==> src/rtl/uart_pkg.sv <==
`default_nettype none
// ============================================================================
//  Module      : uart_pkg
//  Description : Shared UART definitions. The state encodings are common to
//                the transmitter and the matching receiver so both ends of
//                the link decode the same values.
//                Contents: FSM state encodings, frame constants, byte type.
//  Revision    : 1.0 - initial release
// ============================================================================
package uart_pkg;

    // FSM state encodings shared by uart_tx and uart_rx
    localparam logic [1:0] IDLE  = 2'd0;
    localparam logic [1:0] START = 2'd1;
    localparam logic [1:0] DATA  = 2'd2;
    localparam logic [1:0] STOP  = 2'd3;

    // Frame format: 8N1
    localparam int DATA_BITS = 8;
    localparam int STOP_BITS = 1;

    typedef logic [DATA_BITS-1:0] uart_byte_t;

endpackage
`default_nettype wire

==> src/rtl/uart_tx_if.sv <==
`default_nettype none
// ============================================================================
//  Module      : uart_tx_if
//  Description : Byte handshake between host logic and the UART transmitter.
//                Ports (signals):
//                  i_Tx_Valid - host presents a byte
//                  i_Tx_Data  - byte to send
//                  o_Tx_Ready - transmitter queue can accept a byte
//                Modports: master (host side), slave (transmitter side).
//  Revision    : 1.0 - initial release
// ============================================================================
interface uart_tx_if;
    import uart_pkg::*;

    logic       i_Tx_Valid;
    uart_byte_t i_Tx_Data;
    logic       o_Tx_Ready;

    modport master (output i_Tx_Valid, output i_Tx_Data, input  o_Tx_Ready);
    modport slave  (input  i_Tx_Valid, input  i_Tx_Data, output o_Tx_Ready);

endinterface
`default_nettype wire

==> src/rtl/uart_tx_fifo.sv <==
`default_nettype none
// ============================================================================
//  Module      : uart_tx_fifo
//  Description : Synchronous first-word-fall-through byte FIFO.
//                Ports:
//                  clk, rst_n - clock, async active-low reset
//                  push, din  - write strobe and data (ignored when full)
//                  pop        - remove head (ignored when empty)
//                  dout       - current head entry
//                  full/empty - occupancy flags
//  Revision    : 1.0 - initial release
// ============================================================================
module uart_tx_fifo
    import uart_pkg::*;
#(
    parameter int FIFO_DEPTH = 4
) (
    input  wire logic clk,
    input  wire logic rst_n,
    input  wire logic push,
    input  uart_byte_t din,
    input  wire logic pop,
    output uart_byte_t dout,
    output logic      full,
    output logic      empty
);

    localparam int c_AW = $clog2(FIFO_DEPTH);
    localparam int c_CW = c_AW + 1;

    uart_byte_t      r_mem [FIFO_DEPTH];
    logic [c_AW-1:0] r_wr_ptr;
    logic [c_AW-1:0] r_rd_ptr;
    logic [c_CW-1:0] r_count;

    logic w_push;
    logic w_pop;

    assign full   = (r_count == c_CW'(FIFO_DEPTH));
    assign empty  = (r_count == '0);
    assign w_push = push && !full;
    assign w_pop  = pop && !empty;
    assign dout   = r_mem[r_rd_ptr];

    // Storage is not reset; only pointers and count define validity.
    always_ff @(posedge clk) begin
        if (w_push) begin
            r_mem[r_wr_ptr] <= din;
        end
    end

    // Depth is a power of two, so natural pointer overflow is the modulo wrap.
    always_ff @(posedge clk or negedge rst_n) begin
        if (!rst_n) begin
            r_wr_ptr <= '0;
            r_rd_ptr <= '0;
            r_count  <= '0;
        end else begin
            if (w_push) r_wr_ptr <= r_wr_ptr + 1'b1;
            if (w_pop)  r_rd_ptr <= r_rd_ptr + 1'b1;
            case ({w_push, w_pop})
                2'b10:   r_count <= r_count + 1'b1;
                2'b01:   r_count <= r_count - 1'b1;
                default: r_count <= r_count;
            endcase
        end
    end

endmodule
`default_nettype wire

==> src/rtl/uart_tx.sv <==
`default_nettype none
// ============================================================================
//  Module      : uart_tx
//  Description : 8N1 UART transmitter with an input byte queue.
//                Ports:
//                  clk, rst_n   - clock, async active-low reset
//                  tx_bus       - valid/ready byte handshake (slave)
//                  o_Tx_Serial  - registered serial line, idles high
//                  o_Tx_Active  - high while a frame is on the line
//                  o_Tx_Done    - pulse on the last clock of each stop bit
//  Revision    : 1.0 - initial release
// ============================================================================
module uart_tx
    import uart_pkg::*;
#(
    parameter int CLKS_PER_BIT = 2,
    parameter int FIFO_DEPTH   = 4
) (
    input  wire logic  clk,
    input  wire logic  rst_n,
    uart_tx_if.slave   tx_bus,
    output logic       o_Tx_Serial,
    output logic       o_Tx_Active,
    output logic       o_Tx_Done
);

    localparam logic [15:0] c_CNT_LAST  = 16'(CLKS_PER_BIT - 1);
    localparam logic [2:0]  c_DATA_LAST = 3'(DATA_BITS - 1);
    localparam logic [2:0]  c_STOP_LAST = 3'(STOP_BITS - 1);

    logic [1:0]  r_state;
    logic [15:0] r_clk_cnt;
    logic [2:0]  r_bit_idx;
    uart_byte_t  r_shift;
    logic        r_serial;
    logic        r_active;
    logic        r_done;

    uart_byte_t  w_head;
    logic        w_full;
    logic        w_empty;
    logic        w_push;
    logic        w_pop;
    logic        w_bit_last;
    logic        w_frame_end;

    assign w_push      = tx_bus.i_Tx_Valid && !w_full;
    assign tx_bus.o_Tx_Ready = !w_full;
    assign w_bit_last  = (r_clk_cnt == c_CNT_LAST);
    assign w_frame_end = (r_state == STOP) && w_bit_last && (r_bit_idx == c_STOP_LAST);
    // Pop from idle, or at the end of a stop bit so the next frame follows
    // with no idle clock in between.
    assign w_pop       = !w_empty && ((r_state == IDLE) || w_frame_end);

    uart_tx_fifo #(
        .FIFO_DEPTH (FIFO_DEPTH)
    ) u_fifo (
        .clk   (clk),
        .rst_n (rst_n),
        .push  (w_push),
        .din   (tx_bus.i_Tx_Data),
        .pop   (w_pop),
        .dout  (w_head),
        .full  (w_full),
        .empty (w_empty)
    );

    always_ff @(posedge clk or negedge rst_n) begin
        if (!rst_n) begin
            r_state   <= IDLE;
            r_clk_cnt <= '0;
            r_bit_idx <= '0;
            r_shift   <= '0;
        end else begin
            case (r_state)
                IDLE: begin
                    r_clk_cnt <= '0;
                    r_bit_idx <= '0;
                    if (!w_empty) begin
                        r_shift <= w_head;
                        r_state <= START;
                    end
                end
                START: begin
                    if (w_bit_last) begin
                        r_clk_cnt <= '0;
                        r_state   <= DATA;
                    end else begin
                        r_clk_cnt <= r_clk_cnt + 16'd1;
                    end
                end
                DATA: begin
                    if (w_bit_last) begin
                        r_clk_cnt <= '0;
                        r_shift   <= r_shift >> 1;
                        if (r_bit_idx == c_DATA_LAST) begin
                            r_bit_idx <= '0;
                            r_state   <= STOP;
                        end else begin
                            r_bit_idx <= r_bit_idx + 3'd1;
                        end
                    end else begin
                        r_clk_cnt <= r_clk_cnt + 16'd1;
                    end
                end
                STOP: begin
                    if (w_bit_last) begin
                        r_clk_cnt <= '0;
                        if (r_bit_idx == c_STOP_LAST) begin
                            r_bit_idx <= '0;
                            if (!w_empty) begin
                                r_shift <= w_head;
                                r_state <= START;
                            end else begin
                                r_state <= IDLE;
                            end
                        end else begin
                            r_bit_idx <= r_bit_idx + 3'd1;
                        end
                    end else begin
                        r_clk_cnt <= r_clk_cnt + 16'd1;
                    end
                end
                default: begin
                    r_state   <= IDLE;
                    r_clk_cnt <= '0;
                    r_bit_idx <= '0;
                end
            endcase
        end
    end

    // Line, active and done are all registered from the current state, so
    // the three outputs stay mutually aligned one clock behind the FSM.
    always_ff @(posedge clk or negedge rst_n) begin
        if (!rst_n) begin
            r_serial <= 1'b1;
            r_active <= 1'b0;
            r_done   <= 1'b0;
        end else begin
            case (r_state)
                START:   r_serial <= 1'b0;
                DATA:    r_serial <= r_shift[0];
                default: r_serial <= 1'b1;
            endcase
            r_active <= (r_state == START) || (r_state == DATA) || (r_state == STOP);
            r_done   <= w_frame_end;
        end
    end

    assign o_Tx_Serial = r_serial;
    assign o_Tx_Active = r_active;
    assign o_Tx_Done   = r_done;

endmodule
`default_nettype wire

==> src/flat_wrapper.sv <==
// flat-port wrapper written by rule: the top's interface ports become plain ports
module uart_tx_flat import uart_pkg::*;
#(
    parameter int CLKS_PER_BIT = 2,
    parameter int FIFO_DEPTH   = 4
)
  (clk, rst_n, o_Tx_Serial, o_Tx_Active, o_Tx_Done, tx_bus_i_Tx_Valid, tx_bus_i_Tx_Data, tx_bus_o_Tx_Ready);
  uart_tx_if tx_bus_i ();
  input  wire logic clk;
  input  wire logic rst_n;
  output logic o_Tx_Serial;
  output logic o_Tx_Active;
  output logic o_Tx_Done;
  input wire logic [$bits(tx_bus_i.i_Tx_Valid)-1:0] tx_bus_i_Tx_Valid;
  input wire logic [$bits(tx_bus_i.i_Tx_Data)-1:0] tx_bus_i_Tx_Data;
  output wire logic [$bits(tx_bus_i.o_Tx_Ready)-1:0] tx_bus_o_Tx_Ready;
  assign tx_bus_i.i_Tx_Valid = tx_bus_i_Tx_Valid;
  assign tx_bus_i.i_Tx_Data = tx_bus_i_Tx_Data;
  assign tx_bus_o_Tx_Ready = tx_bus_i.o_Tx_Ready;
  uart_tx #(.CLKS_PER_BIT(CLKS_PER_BIT), .FIFO_DEPTH(FIFO_DEPTH)) u_core (.clk(clk), .rst_n(rst_n), .tx_bus(tx_bus_i), .o_Tx_Serial(o_Tx_Serial), .o_Tx_Active(o_Tx_Active), .o_Tx_Done(o_Tx_Done));
endmodule
==> config.mk <==
export PLATFORM = sky130hd
export DESIGN_NAME = uart_tx_flat
export DESIGN_NICKNAME = d
export VERILOG_FILES = /design/src/rtl/uart_pkg.sv /design/src/rtl/uart_tx_if.sv /design/src/rtl/uart_tx_fifo.sv /design/src/rtl/uart_tx.sv /design/src/flat_wrapper.sv
export SDC_FILE = /design/constraint.sdc
export NUM_CORES = 1
export LEC_CHECK = 0
export ABC_AREA = 1
export BUFFER_PORTS_ARGS = -buffer_cell sky130_fd_sc_hd__buf_4
export CAP_MARGIN = 20
export CORE_ASPECT_RATIO = 1.25
export CORE_UTILIZATION = 45
export CTS_CLUSTER_SIZE = 16
export DETAILED_ROUTE_END_ITERATION = 16
export GPL_TIMING_DRIVEN = 0
export PLACE_DENSITY_LB_ADDON = 0.08
export SLEW_MARGIN = 20
export SYNTH_ARGS = -nofsm -noshare
export SYNTH_HDL_FRONTEND = slang
export SYNTH_SLANG_ARGS = --single-unit
export TNS_END_PERCENT = 30
==> constraint.sdc <==
create_clock -name clk -period 2.6 [get_ports clk]
set_clock_uncertainty 0.2 [all_clocks]
set_input_delay 0.39 -clock clk [delete_from_list [all_inputs] [get_ports clk]]
set_output_delay 0.39 -clock clk [all_outputs]
set_load 0.02 [all_outputs]
### Yosys cells after proc, flatten, opt, wreduce, memory -nomap -nowiden

Memories as Yosys holds them, arrays and structs flattened.
Index checks and enable logic that the tools add are counted.

* register bits after elaboration: 39
* memory bits (writable): 32
* output and inout port bits: 4
* logic and storage cells: 75
* memories kept: 1

* add/sub/neg operators: 6
* equal/unequal tests: 14
* multiplexer cells: 24
* reduce and logical (&&, ||, !) cells: 20

Memory list
* u_core.u_fifo.r_mem: depth 4, bits a word 8, read ports 1, clocked after memory_dff 0, write ports 1, RTL line uart_tx_fifo.sv:31 `uart_byte_t r_mem [FIFO_DEPTH];`

Operators by type and width (number)
* $mux W8: 4
* $pmux W16 S2: 1
* $pmux W8 S3: 1
* $add A16 B1 Y16 const B: 1
* $eq A16 B1 Y1 const B: 1
* $mux W16: 1
* $mux W2: 6
* $mux W3: 4
* $pmux W3 S3: 1
* $ne A2 B1 Y1 const B: 4
* $pmux W2 S4: 1
* $add A3 B1 Y3 const B: 2
* $eq A2 B2 Y1 const B: 3
* $eq A3 B3 Y1 const B: 2
* $logic_and A1 B1 Y1: 6
* $logic_not A3 Y1: 2
* $pmux W3 S2: 1
* $reduce_and A6 Y1: 1
* $add A2 B1 Y2 const B: 2
* $eq A2 B1 Y1 const B: 2
* $ne A2 B2 Y1 const B: 2
* $reduce_and A4 Y1: 1
* $logic_or A1 B1 Y1: 3
* $mux W1: 3
* other kinds (8): 9

### Depth between registers and ports, before layout

* depth after elaboration: 8
* depth in mapped cells: 14
* depth with buffers taken out: 14

### Modules after synthesis

Synthesis repeated with hierarchy kept, for this count alone.

* cell total of the unflattened synthesis: 400
* area, all modules: 3644.7 um^2

By module, submodules not included
* uart_tx: times used 1, cells an instance 246, area each 1893.1 um^2
* uart_tx_fifo: times used 1, cells an instance 154, area each 1751.7 um^2

### Worst setup path after synthesis

Ideal clock, no wire load.

* path type: register -> register
* start point: register u_core.r_clk_cnt[1]
* end point: register u_core.u_fifo.r_count[2]
* setup time: 0.131 ns
* data arrival time: 2.078 ns
* required time: 2.269 ns
* path slack: 0.191 ns
* stages on the path, launching flop included: 15
* cells stage by stage: dfrtp_1 > inv_1 > ha_1 > nand3_1 > nor2_1 > nand2_1 > o21ai_2 > nand2_1 > inv_1 > ha_1 > inv_1 > fa_1 > a21oi_1 > o21ai_0 > xor2_1

* word-level cells in the longest chain between the ends: 8
* elaborated cells between the ends (all ways): 10
* classes of those cells: eq/ne (3); mux (1); reduce/logical (6)

Ends and longest elaborated chain
* start, declared: RTL line uart_tx.sv:32 `logic [15:0] r_clk_cnt;`
* start signal, assigned: RTL line uart_tx.sv:89 `r_clk_cnt <= r_clk_cnt + 16'd1;`
* start signal, assigned: RTL line uart_tx.sv:103 `r_clk_cnt <= r_clk_cnt + 16'd1;`
* start signal, assigned: RTL line uart_tx.sv:121 `r_clk_cnt <= r_clk_cnt + 16'd1;`
* $eq A16 B1 Y1 (*): RTL line uart_tx.sv:49 `assign w_bit_last = (r_clk_cnt == c_CNT_LAST);`
* $logic_and A1 B1 Y1 (*) (2 in a row): RTL line uart_tx.sv:50 `assign w_frame_end = (r_state == STOP) && w_bit_last && (r_bit_idx == c_STOP_LAST);`
* $logic_or A1 B1 Y1 (*): RTL line uart_tx.sv:53 `assign w_pop = !w_empty && ((r_state == IDLE) || w_frame_end);`
* $logic_and A1 B1 Y1 (*): RTL line uart_tx.sv:53
* $logic_and A1 B1 Y1 (*): RTL line uart_tx_fifo.sv:42 `assign w_pop = pop && !empty;`
* net u_core.u_fifo.w_pop: RTL line uart_tx_fifo.sv:37 `logic w_pop;`
* $eq A2 B1 Y1 or $eq A2 B2 Y1 (tied branches): RTL line uart_tx_fifo.sv:61 `case ({w_push, w_pop})`
* $pmux W3 S2 or $reduce_bool A2 Y1 (tied branches)
* end signal, assigned: RTL line uart_tx_fifo.sv:62 `2'b10: r_count <= r_count + 1'b1;`
* end signal, assigned: RTL line uart_tx_fifo.sv:63 `2'b01: r_count <= r_count - 1'b1;`
* end signal, assigned: RTL line uart_tx_fifo.sv:64 `default: r_count <= r_count;`
* end, declared: RTL line uart_tx_fifo.sv:34 `logic [c_CW-1:0] r_count;`

Mark *: on every way through the listed nets, which the timed path passes. The rest lies on a longest branch.
A chain may end at the register's enable or synchronous reset.

### Worst setup path in the final report

* start point: register u_core.r_bit_idx[0]
* end point: register u_core.u_fifo.r_count[2]

* word-level cells in the longest chain between the ends: 7
* elaborated cells between the ends (all ways): 9
* classes of those cells: eq/ne (2); mux (1); reduce/logical (6)

Ends and longest elaborated chain
* start, declared: RTL line uart_tx.sv:33 `logic [2:0] r_bit_idx;`
* start signal, assigned: RTL line uart_tx.sv:100 `r_bit_idx <= r_bit_idx + 3'd1;`
* start signal, assigned: RTL line uart_tx.sv:118 `r_bit_idx <= r_bit_idx + 3'd1;`
* $logic_not A3 Y1 (*): RTL line uart_tx.sv:50
* $logic_and A1 B1 Y1 (*): RTL line uart_tx.sv:50
* $logic_or A1 B1 Y1 (*): RTL line uart_tx.sv:53
* $logic_and A1 B1 Y1 (*): RTL line uart_tx.sv:53
* $logic_and A1 B1 Y1 (*): RTL line uart_tx_fifo.sv:42
* net u_core.u_fifo.w_pop: RTL line uart_tx_fifo.sv:37
* $eq A2 B1 Y1 or $eq A2 B2 Y1 (tied branches): RTL line uart_tx_fifo.sv:61
* $pmux W3 S2 or $reduce_bool A2 Y1 (tied branches)

Marked as above.

==> impl_metrics.toml <==
[logic_synthesis]
synth-xor-area-share_pct = 2.01
synth_top_family_by_area = "simple AND/OR/NAND/NOR gates"
synthFlopType = "dfrtp_1"
synth.area.mux_share_pct = 0
ys_seq_area_share_pct = 55.5
synth_adder_area_share_pct = 5.95
yosysTopAreaCell = "edfxtp_1"
synth-compound-area-share_pct = 4.08
syn-cell-area_mm2 = 0.00349
ys_top_cells_by_count = "nand2_1, nand3_1, nor2_1"
yosysTopAreaCellShare_pct = 27.5
yosys-top-cells-area = "edfxtp_1, dfrtp_1, nand2_1"
synth.avg_cell_area_um2 = 9.14
synth_fp_nets = 409
synthArstFlopShare_pct = 54.9
syn_inst = 382
yosysMostFrequentCell = "nand2_1"
synth_edf_count = 32
ys_warn_count = 0
yosys.area_share.simple_pct = 27.8
ys_ff_latch = 71
yosysUniqueCellTypes = 36

[timing]
maxSlewViolCount = 0
slew_headroom_pct = 50.8
rsz0062_at_grt = "no"
fin_setup_tns_ns = 0
setup_ws_ns = 0.156
tightestPinTransition_ns = 0.736
finalHoldViolations = 0
fmax_ghz = 0.409
post-route-min-period_ns = 2.44
timing.final.crit_share_pct = 94.0
setup_viol = 0

[clock_network]
htree_levels = 3
path_clk_slew_ns = 0.08
cts_root_buf = "clkbuf_8"
cts_tree = "built"
cts_made_buffers = 9
cts_sinks = 71
cts_buffer_depth = 2
clk_latency_ns = 0.34

[setup_path]
arrival_ns = 2.46
worstPathBufferInverterCount = 4
cp_num_cells = 14
critPathMaxStageDelay_ns = 0.41
crit_fanout = 3
cp_data_required_time_ns = 2.61
end_kind = "flop"
cp-start-kind = "flop"
worstReg2RegStart = "u_core.r_bit_idx[0]"
critical-path-slowest-cell = "dfrtp_1"
reg2reg_depth = 14
critPathTopFamily = "adder cells"
criticalPathCategory = "reg -> reg"
startpoint = "u_core.r_bit_idx[0]"
cp_cell_sequence = "inv_2 -> ha_2 -> inv_1 -> nor2_1 -> nand2_1 -> o21ai_2 -> nand2_1 -> inv_2 -> ha_4 -> inv_4 -> fa_2 -> a21oi_2 -> o21ai_1 -> xor2_1"

[grt]
antenna_found_initial = 0
grt_pass1_wl_um = 11000
grt_use_total_pct = 17.9
grt_pass1_vias = 2474
grt_max_degree = 40
overflow = 0

[layout]
n_antenna_cell = 0
syn_to_final_growth_pct = 14.6
final_cells = 510
drive_gt1_share_pct = 18.7
num-nets-final = 440
stdcell_area_mm2 = 0.00401

[routing]
first_pass_iters = 4
viasPerCell = 4.90
wirelength_um = 6280
ant_nets = 0
drt_iter0_drc = 80
vias = 2498
drc = 0
drt-wirelength-per-cell_um = 12.3

[floorplanning]
die_y_um = 101
core_area_mm2 = 0.00744
fp.dieArea_mm2 = 0.00812
ios = 15
rows = 35
start_util_pct = 46.9
die_w_um = 80.8

[power_and_ir_drop]
seqPwrFrac_pct = 36.8
peakVddDrop_uv = 566
p_sw_w = 0.00178
p_comb_share_pct = 44.0
clockPowerShare_pct = 19.1
p_per_area_mw_per_mm2 = 1100
switching_share_pct = 40.4
internal-power_w = 0.00263
power_leakage_nw = 1.81

[placed_design]
gp_congestion = 0.777
port_buffers = 14
place_inst = 488
post-place-ws_ns = -0.0797
place_area_mm2 = 0.00371
dp_hpwl_um = 4590

[status]
outcome = "finished clean"

[hold_path]
holdCritStartpoint = "tx_bus_i_Tx_Data[3]"
hold_depth = 1
hp-class = "in -> reg"

[run]
maxCapViolCount = 0
[sequential cells by signal (all words and copies together), names as in the netlist]
| name | cells |
|---|---|
| u_core.r_shift | 8 |
| u_core.r_state | 2 |
| u_core.u_fifo.r_count | 3 |
| u_core.u_fifo.r_mem | 32 |
| u_core.o_Tx_Serial | 1 |
| u_core.u_fifo.r_rd_ptr | 2 |
| u_core.r_bit_idx | 3 |
| u_core.u_fifo.r_wr_ptr | 2 |
| u_core.r_clk_cnt | 16 |
| u_core.o_Tx_Done | 1 |
| u_core.o_Tx_Active | 1 |
[repair_timing]
action | 4_1_cts | 5_1_grt
setup endpoints to repair | 1 | 1
gates resized for setup | 1 | 23
pin swaps | 2 | 5
hold endpoints to repair | 38 | 0
buffers inserted | 3 | 2
hold buffers | 1 | 0
[kinds of logic (layout without fill, tap and decap cells)]
family,Yosys count,in the layout
buf+inv,42,78
xor+xnor,8,8
flops,71,71
simple gates,223,223
fa+ha+maj,16,16
compound gates,22,22
[worst register-to-register path: stages, from the launching register on]
cell,delay [ns]
dfrtp_1,0.41
inv_2,0.07
ha_2,0.16
inv_1,0.05
nor2_1,0.09
nand2_1,0.08
o21ai_2,0.18
nand2_1,0.12
inv_2,0.08
ha_4,0.13
inv_4,0.04
fa_2,0.37
a21oi_2,0.12
o21ai_1,0.08
xor2_1,0.14
[final timing paths]
check,to,slack [ns]
worst max-delay path,u_core.u_fifo.r_count[2],0.16
worst min-delay path,u_core.u_fifo.r_mem[0][3],0.05
worst max register to register,u_core.u_fifo.r_count[2],0.16
worst min register to register,u_core.r_shift[1],0.28
max in group asynchronous,u_core.r_clk_cnt[5],1.47
min in group asynchronous,u_core.r_bit_idx[0],0.35
[layout by cell type (no fill, tap or decap), drive strengths merged]
| cell | synthesis | routed |
|---|---|---|
| a211oi | 1 | 1 |
| a21o | 1 | 1 |
| a21oi | 6 | 6 |
| a31oi | 2 | 2 |
| buf | 4 | 23 |
| bufinv | 0 | 1 |
| clkbuf | 4 | 13 |
| clkinv | 0 | 4 |
| clkinvlp | 0 | 2 |
| dfrtp | 38 | 38 |
| dfstp | 1 | 1 |
| dlygate4sd3 | 0 | 1 |
| edfxtp | 32 | 32 |
| fa | 1 | 1 |
| ha | 15 | 15 |
| inv | 34 | 34 |
| nand2 | 116 | 116 |
| nand3 | 46 | 46 |
| nand3b | 1 | 1 |
| nor2 | 49 | 49 |
| nor3 | 7 | 7 |
| nor3b | 3 | 3 |
| o21a | 1 | 1 |
| o21ai | 9 | 9 |
| o21bai | 1 | 1 |
| o22ai | 1 | 1 |
| or2 | 1 | 1 |
| xnor2 | 2 | 2 |
| xor2 | 6 | 6 |
[power by group through the flow]
stage                     combinational (W)  sequential [W]  clock, W
final                               0.00194         0.00163  0.000845
after global routing                0.00226         0.00166  0.000919
after CTS                           0.00188         0.00162  0.000865
after detailed placement            0.00184         0.00164         0
after global placement              0.00180         0.00164         0
after floorplan                     0.00138         0.00164         0
[layout make-up]
type / instances / area, um2
clock inverter: 7 / 63.8
sequential: 71 / 1940
tap: 92 / 115
buffer: 8 / 37.5
fill: 696 / 3440
inverter: 34 / 130
timing repair buffer: 20 / 153
multi-input combinational: 269 / 1440
clock buffer: 9 / 124
[per-layer routing]
layer | vias up | global-route usage [%] | share of wire (%)
met5 | - | 0 | 0
met4 | 0 | 6.59 | 1.5
met3 | 10 | 3.26 | 2.4
met2 | 31 | 32.6 | 53
met1 | 1155 | 20.5 | 43
li1 | 1302 | - | -
[metrics by stage]
stage / hold slack (ns) / total power (W) / utilization (%)
2_1_floorplan: -0.106 / 0.00302 / -
3_3_place_gp: 0.195 / 0.00344 / 49.9
3_5_place_dp: 0.198 / 0.00349 / 49.9
4_1_cts: 0.0447 / 0.00437 / 52.9
5_1_grt: 0.0398 / 0.00484 / 53.8
6_report: 0.0537 / 0.00441 / 53.8
(Power assumes the default switching activity.)
